===== config.mk =====
export PLATFORM = sky130hd
export DESIGN_NAME = conv_sched_flat
export DESIGN_NICKNAME = d
export VERILOG_FILES = /design/src/rtl/conv_sched_pkg.sv /design/src/rtl/conv_sched_if.sv /design/src/rtl/conv_sched_rr_arbiter.sv /design/src/rtl/conv_sched.sv /design/src/flat_wrapper.sv
export SDC_FILE = /design/constraint.sdc
export NUM_CORES = 1
export LEC_CHECK = 0
export CORE_MARGIN = 2
export CORE_UTILIZATION = 43
export DETAILED_ROUTE_END_ITERATION = 8
export HOLD_SLACK_MARGIN = 0.02
export MAX_ROUTING_LAYER = met4
export PLACE_DENSITY_LB_ADDON = 0.3
export SLEW_MARGIN = 40
export SYNTH_ARGS = -nofsm -noshare
export SYNTH_HDL_FRONTEND = slang
export SYNTH_SLANG_ARGS = --single-unit

===== constraint.sdc =====
create_clock -name clk -period 8.02 [get_ports clk]
set_input_delay 2.406 -clock clk [delete_from_list [all_inputs] [get_ports clk]]
set_output_delay 2.406 -clock clk [all_outputs]
set_load 0.05 [all_outputs]

===== src/rtl/conv_sched_pkg.sv =====
// conv_sched_pkg: shared widths, default parameters and the tag type for conv_sched.
//   FP32_W / RES_W   : operand and result widths of the conversion core
//   NREQ_DEFAULT     : default requester count
//   LAT_DEFAULT      : default conversion core latency
//   IDW_MAX          : tag ID width wide enough for any legal NREQ (up to 16)
//   tag_t            : {valid, id} carried alongside the conversion pipeline
// Optional build feature (in conv_sched): CONV_SCHED_OVF_CNT_EN.

package conv_sched_pkg;

  localparam int unsigned FP32_W       = 32;
  localparam int unsigned RES_W        = 16;
  localparam int unsigned CNT_W        = 16;
  localparam int unsigned NREQ_DEFAULT = 4;
  localparam int unsigned IDW_DEFAULT  = 2;
  localparam int unsigned LAT_DEFAULT  = 6;

  // Packages cannot be parameterised, so the tag ID is sized for the largest
  // legal NREQ and the low IDW bits are used.
  localparam int unsigned IDW_MAX = 4;

  typedef struct packed {
    logic               valid;
    logic [IDW_MAX-1:0] id;
  } tag_t;

endpackage


===== src/rtl/conv_sched_if.sv =====
// conv_sched_if: requester, conversion-core and response signals of conv_sched.
//   req_valid/req_data/req_ready        : requester side, one lane per requester
//   cv_valid/cv_data/cv_result/cv_overflow : shared conversion core
//   rsp_valid/rsp_id/rsp_result/rsp_overflow : tagged results
// Modports: slave = the scheduler, master = the environment around it.

interface conv_sched_if
  import conv_sched_pkg::*;
#(
  parameter int unsigned NREQ = NREQ_DEFAULT,
  parameter int unsigned IDW  = IDW_DEFAULT
);

  logic [NREQ-1:0]        req_valid;
  logic [FP32_W*NREQ-1:0] req_data;
  logic [NREQ-1:0]        req_ready;

  logic                   cv_valid;
  logic [FP32_W-1:0]      cv_data;
  logic [RES_W-1:0]       cv_result;
  logic                   cv_overflow;

  logic                   rsp_valid;
  logic [IDW-1:0]         rsp_id;
  logic [RES_W-1:0]       rsp_result;
  logic                   rsp_overflow;

  modport slave (
    input  req_valid, req_data, cv_result, cv_overflow,
    output req_ready, cv_valid, cv_data, rsp_valid, rsp_id, rsp_result, rsp_overflow
  );

  modport master (
    output req_valid, req_data, cv_result, cv_overflow,
    input  req_ready, cv_valid, cv_data, rsp_valid, rsp_id, rsp_result, rsp_overflow
  );

endinterface


===== src/rtl/conv_sched_rr_arbiter.sv =====
// conv_sched_rr_arbiter: NREQ-wide round-robin arbiter with its own pointer.
//   clk, rst_n : clock, asynchronous active-low reset (pointer -> 0)
//   en         : 1 = grants allowed
//   req        : per-requester request
//   grant      : one-hot grant (combinational)
//   gnt_id     : encoded index of the granted requester
//   gnt_valid  : a grant is being given this cycle
// The search starts at the pointer and wraps; after a grant to i the pointer
// moves to i+1 so that requester gets lowest priority next time.

module conv_sched_rr_arbiter #(
  parameter int unsigned NREQ = 4,
  parameter int unsigned IDW  = 2
) (
  input  logic            clk,
  input  logic            rst_n,
  input  logic            en,
  input  logic [NREQ-1:0] req,
  output logic [NREQ-1:0] grant,
  output logic [IDW-1:0]  gnt_id,
  output logic            gnt_valid
);

  logic [IDW-1:0] ptr_q, ptr_d;

  always_comb begin
    int unsigned idx;
    idx       = 0;
    grant     = '0;
    gnt_id    = '0;
    gnt_valid = 1'b0;
    if (en) begin
      for (int unsigned k = 0; k < NREQ; k++) begin
        idx = (32'(ptr_q) + k) % NREQ;
        if (!gnt_valid && req[idx]) begin
          gnt_valid  = 1'b1;
          grant[idx] = 1'b1;
          gnt_id     = IDW'(idx);
        end
      end
    end
  end

  always_comb begin
    int unsigned nxt;
    nxt   = (32'(gnt_id) + 32'd1) % NREQ;
    ptr_d = gnt_valid ? IDW'(nxt) : ptr_q;
  end

  always_ff @(posedge clk or negedge rst_n) begin
    if (!rst_n) begin
      ptr_q <= '0;
    end else begin
      ptr_q <= ptr_d;
    end
  end

endmodule


===== src/rtl/conv_sched.sv =====
// conv_sched: shares one fixed-latency float32 -> 16-bit conversion core between
// NREQ requesters. One operand per cycle is granted round-robin, issued to the
// core, and its requester ID travels down a tag pipeline matched to the core
// latency so each result comes back tagged with its owner.
//   clk, rst_n : clock, asynchronous active-low reset
//   en         : 1 = new grants allowed; 0 = in-flight work drains
//   bus        : conv_sched_if.slave (requesters, conv core, responses)
//   busy       : an operation is in the issue register or the tag pipeline
// Optional (macro CONV_SCHED_OVF_CNT_EN):
//   ovf_clr    : synchronous clear of all overflow counters
//   ovf_cnt    : 16-bit saturating overflow counter per requester, packed
// Latency from grant cycle to rsp_valid is LAT+2 cycles.

module conv_sched
  import conv_sched_pkg::*;
#(
  parameter int unsigned NREQ = NREQ_DEFAULT,
  parameter int unsigned IDW  = IDW_DEFAULT,
  parameter int unsigned LAT  = LAT_DEFAULT
) (
  input  logic               clk,
  input  logic               rst_n,
  input  logic               en,
  conv_sched_if.slave        bus,
`ifdef CONV_SCHED_OVF_CNT_EN
  input  logic               ovf_clr,
  output logic [CNT_W*NREQ-1:0] ovf_cnt,
`endif
  output logic               busy
);

  // ---------------------------------------------------------------------------
  // Arbitration
  // ---------------------------------------------------------------------------
  logic [NREQ-1:0] grant;
  logic [IDW-1:0]  gnt_id;
  logic            gnt_valid;

  conv_sched_rr_arbiter #(
    .NREQ (NREQ),
    .IDW  (IDW)
  ) u_arb (
    .clk       (clk),
    .rst_n     (rst_n),
    .en        (en),
    .req       (bus.req_valid),
    .grant     (grant),
    .gnt_id    (gnt_id),
    .gnt_valid (gnt_valid)
  );

  assign bus.req_ready = grant;

  // ---------------------------------------------------------------------------
  // Issue stage: operand and owner registered into the core
  // ---------------------------------------------------------------------------
  logic              cv_valid_q;
  logic [FP32_W-1:0] cv_data_q;
  logic [IDW-1:0]    issue_id_q;

  always_ff @(posedge clk or negedge rst_n) begin
    if (!rst_n) begin
      cv_valid_q <= 1'b0;
      cv_data_q  <= '0;
      issue_id_q <= '0;
    end else begin
      cv_valid_q <= gnt_valid;
      if (gnt_valid) begin
        cv_data_q  <= bus.req_data[FP32_W*gnt_id +: FP32_W];
        issue_id_q <= gnt_id;
      end
    end
  end

  assign bus.cv_valid = cv_valid_q;
  assign bus.cv_data  = cv_data_q;

  // ---------------------------------------------------------------------------
  // Tag pipeline: the last stage lines up with cv_result/cv_overflow
  // ---------------------------------------------------------------------------
  tag_t tag_q [LAT];
  tag_t tag_last;

  always_ff @(posedge clk or negedge rst_n) begin
    if (!rst_n) begin
      for (int unsigned i = 0; i < LAT; i++) begin
        tag_q[i] <= '0;
      end
    end else begin
      tag_q[0].valid <= cv_valid_q;
      tag_q[0].id    <= IDW_MAX'(issue_id_q);
      for (int unsigned i = 1; i < LAT; i++) begin
        tag_q[i] <= tag_q[i-1];
      end
    end
  end

  assign tag_last = tag_q[LAT-1];

  // Upper tag ID bits are zero padding when IDW < IDW_MAX.
  logic unused_tag_id;
  assign unused_tag_id = ^tag_last.id;

  // ---------------------------------------------------------------------------
  // Response stage
  // ---------------------------------------------------------------------------
  logic             rsp_valid_q;
  logic [IDW-1:0]   rsp_id_q;
  logic [RES_W-1:0] rsp_result_q;
  logic             rsp_overflow_q;

  always_ff @(posedge clk or negedge rst_n) begin
    if (!rst_n) begin
      rsp_valid_q    <= 1'b0;
      rsp_id_q       <= '0;
      rsp_result_q   <= '0;
      rsp_overflow_q <= 1'b0;
    end else begin
      rsp_valid_q <= tag_last.valid;
      rsp_id_q    <= tag_last.id[IDW-1:0];
      // Core outputs are only meaningful under a valid tag; otherwise hold.
      if (tag_last.valid) begin
        rsp_result_q   <= bus.cv_result;
        rsp_overflow_q <= bus.cv_overflow;
      end
    end
  end

  assign bus.rsp_valid    = rsp_valid_q;
  assign bus.rsp_id       = rsp_id_q;
  assign bus.rsp_result   = rsp_result_q;
  assign bus.rsp_overflow = rsp_overflow_q;

  // rsp_valid is deliberately excluded: busy covers only work still in flight.
  always_comb begin
    busy = cv_valid_q;
    for (int unsigned i = 0; i < LAT; i++) begin
      busy = busy | tag_q[i].valid;
    end
  end

  // ---------------------------------------------------------------------------
  // Optional per-requester overflow counters
  // ---------------------------------------------------------------------------
`ifdef CONV_SCHED_OVF_CNT_EN
  logic [CNT_W-1:0] cnt_q [NREQ];

  always_ff @(posedge clk or negedge rst_n) begin
    if (!rst_n) begin
      for (int unsigned i = 0; i < NREQ; i++) begin
        cnt_q[i] <= '0;
      end
    end else if (ovf_clr) begin
      for (int unsigned i = 0; i < NREQ; i++) begin
        cnt_q[i] <= '0;
      end
    end else if (rsp_valid_q && rsp_overflow_q) begin
      for (int unsigned i = 0; i < NREQ; i++) begin
        if (rsp_id_q == IDW'(i) && cnt_q[i] != '1) begin
          cnt_q[i] <= cnt_q[i] + 1'b1;
        end
      end
    end
  end

  always_comb begin
    ovf_cnt = '0;
    for (int unsigned i = 0; i < NREQ; i++) begin
      ovf_cnt[CNT_W*i +: CNT_W] = cnt_q[i];
    end
  end
`endif

endmodule

===== src/flat_wrapper.sv =====
// flat-port wrapper written by rule: the top's interface ports become plain ports
module conv_sched_flat import conv_sched_pkg::*;
#(
  parameter int unsigned NREQ = NREQ_DEFAULT,
  parameter int unsigned IDW  = IDW_DEFAULT,
  parameter int unsigned LAT  = LAT_DEFAULT
)
  (clk, rst_n, en, busy, bus_req_valid, bus_req_data, bus_cv_result, bus_cv_overflow, bus_req_ready, bus_cv_valid, bus_cv_data, bus_rsp_valid, bus_rsp_id, bus_rsp_result, bus_rsp_overflow);
  conv_sched_if #(.NREQ(NREQ), .IDW(IDW)) bus_i ();
  input  logic clk;
  input  logic rst_n;
  input  logic en;
  output logic busy;
  input wire logic [$bits(bus_i.req_valid)-1:0] bus_req_valid;
  input wire logic [$bits(bus_i.req_data)-1:0] bus_req_data;
  input wire logic [$bits(bus_i.cv_result)-1:0] bus_cv_result;
  input wire logic [$bits(bus_i.cv_overflow)-1:0] bus_cv_overflow;
  output wire logic [$bits(bus_i.req_ready)-1:0] bus_req_ready;
  output wire logic [$bits(bus_i.cv_valid)-1:0] bus_cv_valid;
  output wire logic [$bits(bus_i.cv_data)-1:0] bus_cv_data;
  output wire logic [$bits(bus_i.rsp_valid)-1:0] bus_rsp_valid;
  output wire logic [$bits(bus_i.rsp_id)-1:0] bus_rsp_id;
  output wire logic [$bits(bus_i.rsp_result)-1:0] bus_rsp_result;
  output wire logic [$bits(bus_i.rsp_overflow)-1:0] bus_rsp_overflow;
  assign bus_i.req_valid = bus_req_valid;
  assign bus_i.req_data = bus_req_data;
  assign bus_i.cv_result = bus_cv_result;
  assign bus_i.cv_overflow = bus_cv_overflow;
  assign bus_req_ready = bus_i.req_ready;
  assign bus_cv_valid = bus_i.cv_valid;
  assign bus_cv_data = bus_i.cv_data;
  assign bus_rsp_valid = bus_i.rsp_valid;
  assign bus_rsp_id = bus_i.rsp_id;
  assign bus_rsp_result = bus_i.rsp_result;
  assign bus_rsp_overflow = bus_i.rsp_overflow;
  conv_sched #(.NREQ(NREQ), .IDW(IDW), .LAT(LAT)) u_core (.clk(clk), .rst_n(rst_n), .en(en), .bus(bus_i), .busy(busy));
endmodule

# ---- Yosys cells after proc, flatten, opt, wreduce, memory -nomap -nowiden
# Cells that the tools add are included.
dict set report word_totals {
  reg_bits 75
  latchBits 0
  ramBits 0
  romBits 0
  in_bits 152
  out_inout_bits 58
  word_cells 89
  mem_count 0
}
dict set report classes {
  add_sub_neg 4
  n_mul 0
  n_div 0
  order_cmp 8
  n_eq_ne 0
  n_shift 1
  n_mux 37
  bitwise 9
  n_reduce_logical 10
}
# cell count
set ops {}
lappend ops {{128-bit by 8-bit indexed part select with 32-bit output} 1}
lappend ops {{4-bit 2-to-1 mux} 8}
lappend ops {{1-bit 2-to-1 mux} 16}
lappend ops {{2-bit by 3-bit < comparator with 1-bit output (second input constant)} 4}
lappend ops {{4-bit OR} 3}
lappend ops {{2-bit 2-to-1 mux} 5}
lappend ops {{1-bit binary-select mux with 2-bit select} 4}
lappend ops {{1-bit demux with 2-bit select} 4}
lappend ops {{2-bit by 1-bit greater-or-equal comparator with 1-bit output (second input constant)} 4}
lappend ops {{1-bit logical AND} 7}
lappend ops {{1-bit OR} 6}
lappend ops {{2-bit by 1-bit adder with 2-bit output (second input constant)} 2}
lappend ops {{2-bit adder (second input constant)} 2}
lappend ops {{1-bit zero test} 3}

# ---- Depth between registers and ports, before layout
# Gate-level depths: netlist (run 1).
dict set report depth {
  word_depth 17
  depth_mapped 12
  depth_no_buf 8
}

# ---- By module
# From an unflattened synthesis (run 1), not the netlist that was laid out.
dict set report hier_totals {
  cells_unflattened 331
  hier_area_um2 4081.4
}
# module instances cells_per_inst area_each_um2 seq_area_each_um2
set by_module_without_submodules {}
lappend by_module_without_submodules {conv_sched 1 244 3354.5 1826.8}
lappend by_module_without_submodules {conv_sched_rr_arbiter 1 87 726.9 50.0}

# ---- Worst setup path before layout (run 1)
# No wires, ideal clock.
dict set report synth_timing {
  kind {input-to-output}
  start {in bus_req_valid[2]}
  end {out bus_req_ready[0]}
  arrival_time_ns 3.852
  t_required_ns 5.614
  path_slack_ns 1.762
  path_stages 6
  n_path_buf 1
  cell_sequence {buf_6 > mux4_2 > nor2b_4 > a22oi_1 > o21ai_0 > and2_1}
}
dict set report synth_between {
  elab_chain_len 16
  elab_cells_between_ends 31
}
# item line
set synth_lines {}
lappend synth_lines {{from (decl)} flat_wrapper.sv:14} ;# input wire logic [$bits(bus_i.req_valid)-1:0] bus_req_valid;
lappend synth_lines {{1-bit binary-select mux with 2-bit select} conv_sched_rr_arbiter.sv:35} ;# if (!gnt_valid && req[idx]) begin
lappend synth_lines {{1-bit 2-to-1 mux (implied by the code)} conv_sched_rr_arbiter.sv:35}
lappend synth_lines {{1-bit 2-to-1 mux} conv_sched_rr_arbiter.sv:35}
lappend synth_lines {{1-bit 2-to-1 mux} conv_sched_rr_arbiter.sv:32} ;# if (en) begin
lappend synth_lines {{1-bit zero test} conv_sched_rr_arbiter.sv:35}
lappend synth_lines {{1-bit logical AND} conv_sched_rr_arbiter.sv:35}
lappend synth_lines {{1-bit 2-to-1 mux} conv_sched_rr_arbiter.sv:35}
lappend synth_lines {{1-bit 2-to-1 mux} conv_sched_rr_arbiter.sv:32}
lappend synth_lines {{1-bit zero test} conv_sched_rr_arbiter.sv:35}
lappend synth_lines {{1-bit logical AND} conv_sched_rr_arbiter.sv:35}
lappend synth_lines {{1-bit 2-to-1 mux} conv_sched_rr_arbiter.sv:35}
lappend synth_lines {{1-bit 2-to-1 mux} conv_sched_rr_arbiter.sv:32}
lappend synth_lines {{1-bit zero test} conv_sched_rr_arbiter.sv:35}
lappend synth_lines {{1-bit logical AND} conv_sched_rr_arbiter.sv:35}
lappend synth_lines {{4-bit 2-to-1 mux *} conv_sched_rr_arbiter.sv:35}
lappend synth_lines {{4-bit 2-to-1 mux *} conv_sched_rr_arbiter.sv:32}
lappend synth_lines {{to (decl)} flat_wrapper.sv:18} ;# output wire logic [$bits(bus_i.req_ready)-1:0] bus_req_ready;
# Every way passes the cells marked *; elsewhere a longest branch is shown, timed or not. The select of a mux whose other input is x is not followed.

# ---- Worst setup path after layout (run 1)
# Same ends and word-level chain as after synthesis.

==> results of run 1 <==
[state kept, by name (all words and copies together) (netlist names)]
signal                   count
u_core.bus.rsp_id            2
u_core.bus.rsp_valid         1
u_core.issue_id_q            2
u_core.bus.cv_data          32
u_core.u_arb.ptr_q           2
u_core.bus.cv_valid          1
u_core.bus.rsp_overflow      1
u_core.bus.rsp_result       16
u_core.tag_q                15
u_core.tag_last              3
[logic make-up after synthesis]
family	Yosys count	share of synthesized area, %
buffers and inverters	28	5.67
flip-flops	75	46.5
adder cells (fa/ha/maj)	8	2.48
AND/OR/NAND/NOR	56	6.57
multiplexers	87	23.5
AO/OA/AOI/OAI	55	15.3
[per-stage QoR]
stage | cells | setup WS (ps) | hold slack (ps) | power (µW)
2_1_floorplan | 309 | 1760 | 331 | 1590
3_3_place_gp | 609 | 761 | 331 | 1910
3_5_place_dp | 611 | 621 | 338 | 1950
4_1_cts | 627 | 617 | 354 | 2250
5_1_grt | 627 | 489 | 354 | 2350
6_report | 627 | 581 | 348 | 2230
[cell type report]
class,count,share of cell area (%)
Sequential cell,75,29.7
Clock buffer,9,1.96
Tap cell,111,2.19
Inverter,4,0.237
Timing Repair Buffer,215,34.0
Multi-Input combinational cell,206,30.7
Clock inverter,7,1.21
[routing by layer]
metal,vias up,wire [µm],track usage [%]
met4,0,157,8.11
met3,14,976,6.38
met2,165,5660,37.3
met5,-,0,-
li1,1576,-,-
met1,1591,4150,24.3
[critical path: cells and delay by family]
family                 cells  cell delay [ps]
and+or+nand+nor            2              350
muxes                      1              630
buffers and inverters      2             1390
AOI/OAI and AO/OA          2              250
[Yosys cell counts (2+ instances only)]
library cell   n
dfrtp_1       75
mux2i_1       65
nor2_1        35
a221oi_2      27
mux2_2        17
a22oi_1        8
ha_1           8
clkbuf_1       7
a221oi_1       6
buf_6          6
buf_2          5
and2_1         4
buf_12         4
inv_1          4
nand2_1        4
o21ai_0        4
mux4_2         3
a21oi_1        2
buf_4          2
nand2b_1       2
nand3_1        2
nor3_1         2
[cells in the final DEF (no fill, tap or decap), types with 2 or more instances in the layout]
master / netlist / final
nand3_1: 2 / 2
dfrtp_1: 75 / 75
ha_1: 8 / 8
mux4_2: 3 / 3
clkdlybuf4s50_1: 0 / 208
nand2_1: 4 / 4
clkinv_4: 0 / 2
a221oi_1: 6 / 6
clkbuf_8: 0 / 9
mux2_2: 17 / 17
clkinvlp_4: 0 / 2
a22oi_1: 8 / 8
nand2b_1: 2 / 2
mux2i_1: 65 / 65
o21ai_0: 4 / 4
buf_4: 2 / 4
buf_8: 0 / 2
a21oi_1: 2 / 2
inv_1: 4 / 4
and2_1: 4 / 4
a221oi_2: 27 / 27
nor2_1: 35 / 34
nor3_1: 2 / 2
[power by group through the flow]
stage	sequential (µW)	clock (µW)	combinational (µW)
floorplan	931	0	658
global placement	604	0	1310
detailed placement	609	0	1350
CTS	606	297	1350
global route	623	315	1410
finish	603	286	1340
[path summary, 6_finish.rpt]
check / startpoint / endpoint / slack [ps] / depth (start not counted)
min in group asynchronous: rst_n / u_core.bus.rsp_result[1]$_DFFE_PN0P_ / 2060 / 1
worst max register to register: u_core.u_arb.ptr_q[0]$_DFFE_PN0P_ / u_core.bus.cv_data[31]$_DFFE_PN0P_ / 4210 / 8
worst min-delay path: u_core.tag_q[26]$_DFF_PN0_ / u_core.tag_q[21]$_DFF_PN0_ / 350 / 0
worst min register to register: u_core.tag_q[26]$_DFF_PN0_ / u_core.tag_q[21]$_DFF_PN0_ / 350 / 0
max in group asynchronous: rst_n / u_core.bus.cv_data[26]$_DFFE_PN0P_ / 5500 / 1
worst max-delay path: bus_req_valid[2] / bus_req_ready[0] / 580 / 7
==> reports/qor.csv, run 1 <==
stage,metric,value,unit
cells_and_area,fillCellCount,698,
run_status,status,"finished, final reports clean",
detailed_routing,vias,3346,
synthesis,synth_nets,469,
power,p_seq_share,27.1,%
detailed_routing,drt-initial-drc-count,133,
timing,tns,0,ps
worst_setup_path,endpoint_kind,primary output,
global_route,grt_max_degree,76,
power,power_frac_comb,60.1,%
floorplanning,die-area,10200,µm²
timing,fin_skew,11.0,ps
timing,slew_viol_final,0,
worst_setup_path,worstPathArrival,5030,ps
timing,finalHoldViolCount,0,
worst_setup_path,max_stage_delay,820,ps
clock_network,clock-root-buffer,clkbuf_8,
power,p_sw_share,46.1,%
cells_and_area,num-nets-final,671,
global_route,grt_overflow_total,0,
synthesis,netlist_area,4040,µm²
clock_network,cts_setup_buffers,0,
synthesis,yosys_warnings,0,
clock_network,cts_resized,0,
floorplanning,fp-row-count,35,
power,intPower,1200,µW
global_route,grt_pass1_wl,16500,µm
cells_and_area,regArea,1880,µm²
hold_path,hp-class,flop to flop,
synthesis,synth_top_area_share,46.5,%
cells_and_area,stdcell_area,6330,µm²
place,postPlaceCellArea,6130,µm²
detailed_routing,dr.pass1.iters,4,
worst_setup_path,crit_fanout,10,
place,port_buffers,209,
clock_network,clk_path_buf_depth,2,
power,power_frac_clock,12.8,%
timing,rsz0062_at_grt,false,
power,power_density,352,nW/µm²
synthesis,syn_inst,309,
global_route,grt_antenna_before_repair,0,
synthesis,synth-main-ff-cell,dfrtp_1,
worst_setup_path,crit_type,input pin to primary output,
place,dpl.hpwl,8220,µm
clock_network,cts_buffers,9,
detailed_routing,final_antenna_net_count,0,
synthesis,yosysTopAreaCell,dfrtp_1,
floorplanning,ios,210,
synthesis,synthTopCellsByArea,"dfrtp_1 47%, mux2i_1 16%, a221oi_2 10%, mux2_2 4.7%, nor2_1 3.3%",
clock_network,htreeDepth,3,
cells_and_area,antenna_cells,0,
synthesis,synth_edf_count,0,
detailed_routing,post_drt_wl_per_cell,17.5,µm
clock_network,worstSkewPairLatency,340,ps
power,p_switching,1030,µW
detailed_routing,wl,10900,µm
power,leakage,0.00282,µW
cells_and_area,syn2layout_area_growth,56.8,%
floorplanning,start_util,44.1,%
synthesis,synth_cell_types,39,
timing,fmax,134,MHz
run,maxCapViolations,0,
clock_network,cts_tree,built,
worst_setup_path,crit_top_cell,clkdlybuf4s50_1,
timing,fin_crit,7440,ps
floorplanning,core,9150,µm²
detailed_routing,drcViolationCount,0,
worst_setup_path,cp_data_required_time,5610,ps
floorplanning,die_h,101,µm
detailed_routing,vias_per_cell,5.34,
timing,finalSetupViolations,0,
synthesis,synthArstFlopShare,100,%
worst_setup_path,worstPathCellList,clkdlybuf4s50_1 -> mux4_2 -> nor2b_4 -> a22oi_1 -> o21ai_0 -> and2_1 -> clkdlybuf4s50_1,
timing,period_share,92.7,%
synthesis,ys_seq_elements,75,
clock_network,cts_sinks,75,
floorplanning,fp.dieW,101,µm
clock_network,clkTransAtPathRegs,80,ps
worst_setup_path,critPathLaunchType,input pin,
place,place_congestion,0.748,
global_route,first_global_vias,3372,
timing,slew_headroom,46.3,%
cells_and_area,drive_above_1_share,14.7,%
global_route,grt_use_total,21.9,%
worst_setup_path,crit_slowest_cell,clkdlybuf4s50_1,
cells_and_area,multi_input_area,1940,µm²
power,irDropWorstVdd,0.178,mV
timing,worst_slew_pin_slew,806,ps
clock_network,ctsHoldBuffers,0,
synthesis,avgSynthCellArea,13.1,µm²
cells_and_area,final_util,69.1,%
synthesis,ys_seq_area_share,46.5,%
Power figures use the tool's default switching activity.
==> run 2: changes to the inputs <==
- ABC_AREA: unset -> 1
- CORE_UTILIZATION: 43 -> 46
- RECOVER_POWER: unset -> 50
==> reports/qor.csv, run 2 <==
stage,metric,value,unit
clock_network,cts_buffers,9,
floorplanning,start_util,47.4,%
clock_network,htreeDepth,3,
timing,fin_skew,15.3,ps
clock_network,cts_sinks,75,
power,power_density,416,nW/µm²
power,power_frac_clock,9.9,%
global_route,grt_overflow_total,0,
timing,slew_headroom,-163,%
detailed_routing,wl,13500,µm
global_route,grt_pass1_wl,22500,µm
place,numPlacedInstances,963,
floorplanning,fp.dieW,105,µm
clock_network,worstSkewPairLatency,350,ps
worst_setup_path,critical_path_buf_inv_count,4,
clock_network,clk_path_buf_depth,2,
floorplanning,core,9820,µm²
place,place_congestion,0.963,
synthesis,avgSynthCellArea,7.14,µm²
cells_and_area,fin_cells,979,
run_status,violations,"capacitance limit, slew limit",
synthesis,synth_edf_count,0,
synthesis,synth_nets,812,
global_route,grt_antenna_before_repair,0,
worst_setup_path,reg2reg_slack,4040,ps
worst_setup_path,crit_type,input pin to primary output,
detailed_routing,final_antenna_net_count,0,
worst_setup_path,cp_data_required_time,5610,ps
worst_setup_path,worstPathCellList,clkdlybuf4s50_1 -> inv_1 -> nand2_1 -> nand3_2 -> nand2_4 -> nor2_1 -> nand2_1 -> o21ai_0 -> a31oi_1 -> o21ai_0 -> nand2_1 -> inv_1 -> clkdlybuf4s50_1,
clock_network,cts_tree,built,
timing,finalSetupViolations,0,
cells_and_area,mostFrequentLayoutCells,"257 x nand2_1, 200 x clkdlybuf4s50_1, 113 x inv_1",
cells_and_area,largest_reg_flops,32,
worst_setup_path,crit_fanout,6,
synthesis,synthArstFlopShare,100,%
detailed_routing,drcViolationCount,0,
worst_setup_path,cp_top_family,buffers and inverters,
timing,rsz0062_at_grt,false,
worst_setup_path,critPathLaunchType,input pin,
run_status,status,finished with violations,
floorplanning,ios,210,
synthesis,synthTopCellsByArea,"dfrtp_1 40%, nand2_1 21%, inv_1 9.1%, nand3_1 7.6%, o21bai_1 5.2%",
cells_and_area,drive_above_1_share,6.50,%
timing,slew_viol_final,76,
global_route,grt_max_degree,76,
power,intPower,1320,µW
power,power_frac_comb,67.0,%
detailed_routing,vias,4790,
timing,tns,0,ps
synthesis,synthTopCellsByCount,"257 x nand2_1, 113 x inv_1, 75 x dfrtp_1",
cells_and_area,num-nets-final,1001,
worst_setup_path,crit_slowest_cell,clkdlybuf4s50_1,
synthesis,ys_seq_area_share,40.3,%
floorplanning,die_h,105,µm
synthesis,synth_cell_types,28,
synthesis,yosysTopAreaCell,dfrtp_1,
global_route,first_global_vias,4814,
place,dpl.hpwl,9810,µm
global_route,grt_use_total,26.1,%
worst_setup_path,endpoint_kind,primary output,
timing,worst_slew_pin_slew,3940,ps
synthesis,netlist_area,4660,µm²
run,maxCapViolations,1,
clock_network,clock-root-buffer,clkbuf_8,
floorplanning,fp-row-count,36,
power,power.total,2870,µW
clock_network,clkTransAtPathRegs,70,ps
cells_and_area,final_util,70.4,%
power,leakage,0.00358,µW
synthesis,ys_seq_elements,75,
worst_setup_path,crit_top_cell,nand2_1,
synthesis,yosys_warnings,0,
synthesis,synthMostInstantiatedCell,nand2_1,
cells_and_area,fillCellCount,788,
detailed_routing,drt-initial-drc-count,259,
clock_network,ctsHoldBuffers,0,
power,irDropWorstVdd,0.193,mV
timing,fmax,138,MHz
cells_and_area,final_common_cell,nand2_1,
synthesis,syn_inst,652,
hold_path,hp-class,flop to flop,
synthesis,synth_top_area_share,40.3,%
timing,fin_crit,7260,ps
floorplanning,die-area,10900,µm²
timing,finalHoldViolCount,0,
power,p_seq_share,23.1,%
power,p_switching,1550,µW
clock_network,cts_setup_buffers,0,
detailed_routing,dr.pass1.iters,5,
cells_and_area,syn2layout_area_growth,48.4,%
detailed_routing,post_drt_wl_per_cell,13.8,µm
synthesis,synth-main-ff-cell,dfrtp_1,
place,port_buffers,209,
cells_and_area,antenna_cells,0,
timing,period_share,90.5,%
worst_setup_path,worstPathArrival,4850,ps
clock_network,cts_resized,0,
detailed_routing,vias_per_cell,4.89,
power,p_sw_share,54.0,%
worst_setup_path,max_stage_delay,790,ps
## run 2: changes by cell type in the layout (fill, tap and decap cells not counted), sizes merged, moves of 6 or more
cell and change:
o21bai +32, mux2i -65, o21ai +6, dlygate4sd3 +8
a221oi -33, nand3 +73, buf -6, clkdlybuf4s50 -8
nor2 -30, a22oi -6, nand2 +262, inv +116
## run 2: kinds of logic (layout without fill, tap and decap cells)
logic type | after synthesis | after routing | synth area share (%)
AOI/OAI and AO/OA | 50 | 50 | 7.28
adders and majority gates | 8 | 8 | 2.15
buffers and inverters | 152 | 346 | 14.0
DFF | 75 | 75 | 40.3
muxes | 17 | 17 | 4.11
and+or+nand+nor | 350 | 350 | 32.2
## run 2: final timing paths
path	from	cells past startpoint	end
worst max-delay path	bus_req_valid[3]	13	bus_req_ready[2]
worst min register to register	u_core.tag_last[0]$_DFF_PN0_	0	u_core.bus.rsp_id[0]$_DFF_PN0_
worst max register to register	u_core.u_arb.ptr_q[0]$_DFFE_PN0P_	15	u_core.bus.cv_data[22]$_DFFE_PN0P_
min in group asynchronous	rst_n	1	u_core.bus.rsp_result[13]$_DFFE_PN0P_
worst min-delay path	u_core.tag_last[0]$_DFF_PN0_	0	u_core.bus.rsp_id[0]$_DFF_PN0_
max in group asynchronous	rst_n	1	u_core.u_arb.ptr_q[0]$_DFFE_PN0P_
## run 2: power by group through the flow
stage                     combinational [µW]  clock (µW)  sequential (µW)
final                                   1930         284              665
after detailed placement                1920           0              670
after global routing                    2110         307              688
after CTS                               1930         291              664
after floorplan                          985           0             1080
after global placement                  1880           0              658
## run 2: metrics by stage
step / area, µm² / hold WS, ps / setup slack, ps
after floorplan: 4660 / 331 / 2140
after global placement: 6720 / 332 / 1040
after detailed placement: 6730 / 335 / 840
after CTS: 6920 / 350 / 840
after global routing: 6910 / 360 / 586
final: 6910 / 347 / 759
## run 2: worst register-to-register path, stage by stage (launching register included)
cell and delay [ps]:
dfrtp_1 630, inv_4 150, ha_1 400, inv_1 100, nand2_1 90, nand2_2 90
nor2_8 140, nand3_2 110, nand2_4 550, inv_2 480, nand2_2 680, nand2_1 130
nand3_1 130, nand2_1 70, nand2_1 60, nand2_1 50
## run 2: routing by layer
metal | wire length [µm] | up-vias | GRT usage (%)
li1 | - | 2352 | -
met1 | 5390 | 2195 | 29.1
met2 | 6880 | 211 | 45.7
met3 | 889 | 32 | 5.24
met4 | 310 | 0 | 11.2
met5 | 0 | - | -
## run 2: final cells by class
class / instances / area [µm²] / area share [%]
flip-flops and latches: 75 / 1880 / 27.2
well taps: 133 / 166 / 2.41
repair buffers: 210 / 2090 / 30.3
multi-input cells: 425 / 2130 / 30.8
clock buffers: 11 / 131 / 1.90
clock inverters: 5 / 62.6 / 0.905
inverters: 120 / 453 / 6.55
==> run 3: changes to the inputs <==
- CORE_UTILIZATION: 46 -> 43
- TNS_END_PERCENT: unset -> 1
- clock period: 8.02 -> 7.2 ns (I/O delays scaled with it)
==> reports/qor.csv, run 3 (synthesis results as in run 2) <==
stage,metric,value,unit
power,p_switching,1740,µW
cells_and_area,final_util,66.8,%
clock_network,cts_tree,built,
worst_setup_path,max_stage_delay,790,ps
floorplanning,core,10400,µm²
clock_network,cts_sinks,75,
timing,slew_headroom,-159,%
clock_network,worstSkewPairLatency,340,ps
clock_network,htreeDepth,3,
detailed_routing,vias_per_cell,4.78,
detailed_routing,wl_met1,5560,µm
global_route,grt_antenna_before_repair,0,
cells_and_area,mostFrequentLayoutCells,"257 x nand2_1, 200 x clkdlybuf4s50_1, 113 x inv_1",
power,intPower,1500,µW
floorplanning,ios,210,
place,port_buffers,209,
global_route,grt_pass1_wl,21300,µm
place,dpl.hpwl,9520,µm
worst_setup_path,crit_type,input pin to primary output,
clock_network,cts_setup_buffers,0,
detailed_routing,drt-initial-drc-count,240,
timing,fmax,151,MHz
global_route,grt_use_total,23.5,%
worst_setup_path,crit_fanout,6,
timing,fin_skew,8.55,ps
worst_setup_path,worstPathArrival,4440,ps
detailed_routing,wl,13300,µm
detailed_routing,met2_length,6670,µm
clock_network,clock-root-buffer,clkbuf_8,
power,p_seq_share,22.9,%
timing,finalHoldViolCount,0,
timing,finalSetupViolations,0,
clock_network,ctsHoldBuffers,0,
power,power_frac_clock,10.4,%
worst_setup_path,critical_path_buf_inv_count,4,
timing,fin_crit,6600,ps
detailed_routing,post_drt_wl_per_cell,13.5,µm
power,p_sw_share,53.7,%
power,power_density,465,nW/µm²
cells_and_area,largest_reg_flops,32,
global_route,grt_max_degree,76,
detailed_routing,final_antenna_net_count,0,
timing,period_share,91.7,%
timing,slew_viol_final,76,
timing,rsz0062_at_grt,false,
clock_network,clk_path_buf_depth,2,
floorplanning,fp.dieW,108,µm
worst_setup_path,worstPathCellList,clkdlybuf4s50_1 -> inv_1 -> nand2_1 -> nand3_2 -> nand2_4 -> nor2_1 -> nand2_1 -> o21ai_0 -> a31oi_1 -> o21ai_0 -> nand2_1 -> inv_1 -> clkdlybuf4s50_1,
worst_setup_path,endpoint_kind,primary output,
floorplanning,fp-row-count,37,
timing,holdWs,344,ps
cells_and_area,stdcell_area,6960,µm²
worst_setup_path,critPathLaunchType,input pin,
global_route,first_global_vias,4530,
run,maxCapViolations,1,
cells_and_area,drive_above_1_share,6.85,%
global_route,grt_overflow_total,0,
detailed_routing,dr.pass1.iters,4,
timing,worst_slew_pin_slew,3890,ps
floorplanning,die_h,108,µm
power,power_frac_comb,66.7,%
worst_setup_path,cp_top_family,buffers and inverters,
place,postPlaceCellArea,6730,µm²
floorplanning,die-area,11700,µm²
clock_network,cts_buffers,9,
floorplanning,start_util,44.7,%
hold_path,hp-class,flop to flop,
cells_and_area,final_common_cell,nand2_1,
worst_setup_path,cp_data_required_time,5040,ps
worst_setup_path,crit_top_cell,nand2_1,
clock_network,clkTransAtPathRegs,90,ps
run_status,violations,"capacitance limit, slew limit",
detailed_routing,vias,4694,
run_status,status,finished with violations,
cells_and_area,num-nets-final,1002,
power,power.total,3230,µW
power,leakage,0.00360,µW
power,irDropWorstVdd,0.269,mV
clock_network,cts_resized,0,
cells_and_area,antenna_cells,0,
detailed_routing,drcViolationCount,0,
detailed_routing,top_layer,met4,
detailed_routing,wl_met3,781,µm
worst_setup_path,crit_slowest_cell,clkdlybuf4s50_1,
timing,tns,0,ps
cells_and_area,syn2layout_area_growth,49.4,%
place,place_congestion,0.937,
==> run 3: changes by cell type in the layout (fill, tap and decap cells not counted) <==
cell and delta:
clkinv_4 -1, clkbuf_1 -2, inv_6 +2, inv_8 +1
buf_16 +1
==> run 3: through the flow <==
stage,instances,worst slack [ps]
final,983,597
after global routing,983,435
after CTS,982,616
after detailed placement,966,617
after global placement,966,720
after floorplan,652,1810
==> run 3: worst paths after layout <==
check	start	end	slack, ps	depth (start not counted)
min in group asynchronous	rst_n	u_core.bus.cv_data[14]$_DFFE_PN0P_	3150	1
worst min-delay path	u_core.tag_q[11]$_DFF_PN0_	u_core.tag_q[6]$_DFF_PN0_	340	0
worst max register to register	u_core.u_arb.ptr_q[0]$_DFFE_PN0P_	u_core.bus.cv_data[1]$_DFFE_PN0P_	3120	15
worst max-delay path	bus_req_valid[3]	bus_req_ready[1]	600	13
max in group asynchronous	rst_n	u_core.bus.cv_data[1]$_DFFE_PN0P_	1870	1
worst min register to register	u_core.tag_q[11]$_DFF_PN0_	u_core.tag_q[6]$_DFF_PN0_	340	0
==> run 3: routing by layer <==
| metal | vias to the layer above | global-route usage (%) |
|---|---|---|
| li1 | 2354 | - |
| met1 | 2159 | 27.7 |
| met2 | 159 | 40.5 |
| met3 | 22 | 4.70 |
| met4 | 0 | 7.51 |
| met5 | - | - |
==> run 3: power by group through the flow <==
stage / clock (µW) / sequential, µW / combinational [µW]
global placement: 0 / 734 / 2080
detailed placement: 0 / 744 / 2140
global route: 367 / 766 / 2350
floorplan: 0 / 1200 / 1100
finish: 337 / 739 / 2160
CTS: 347 / 738 / 2140
==> run 3: final cells by class <==
cell class,instances,area [µm²]
flip-flops and latches,75,1880
repair buffers,211,2120
inverters,120,453
fillers,863,3460
well taps,136,170
multi-input cells,425,2130
clock inverters,7,82.6
clock buffers,9,124
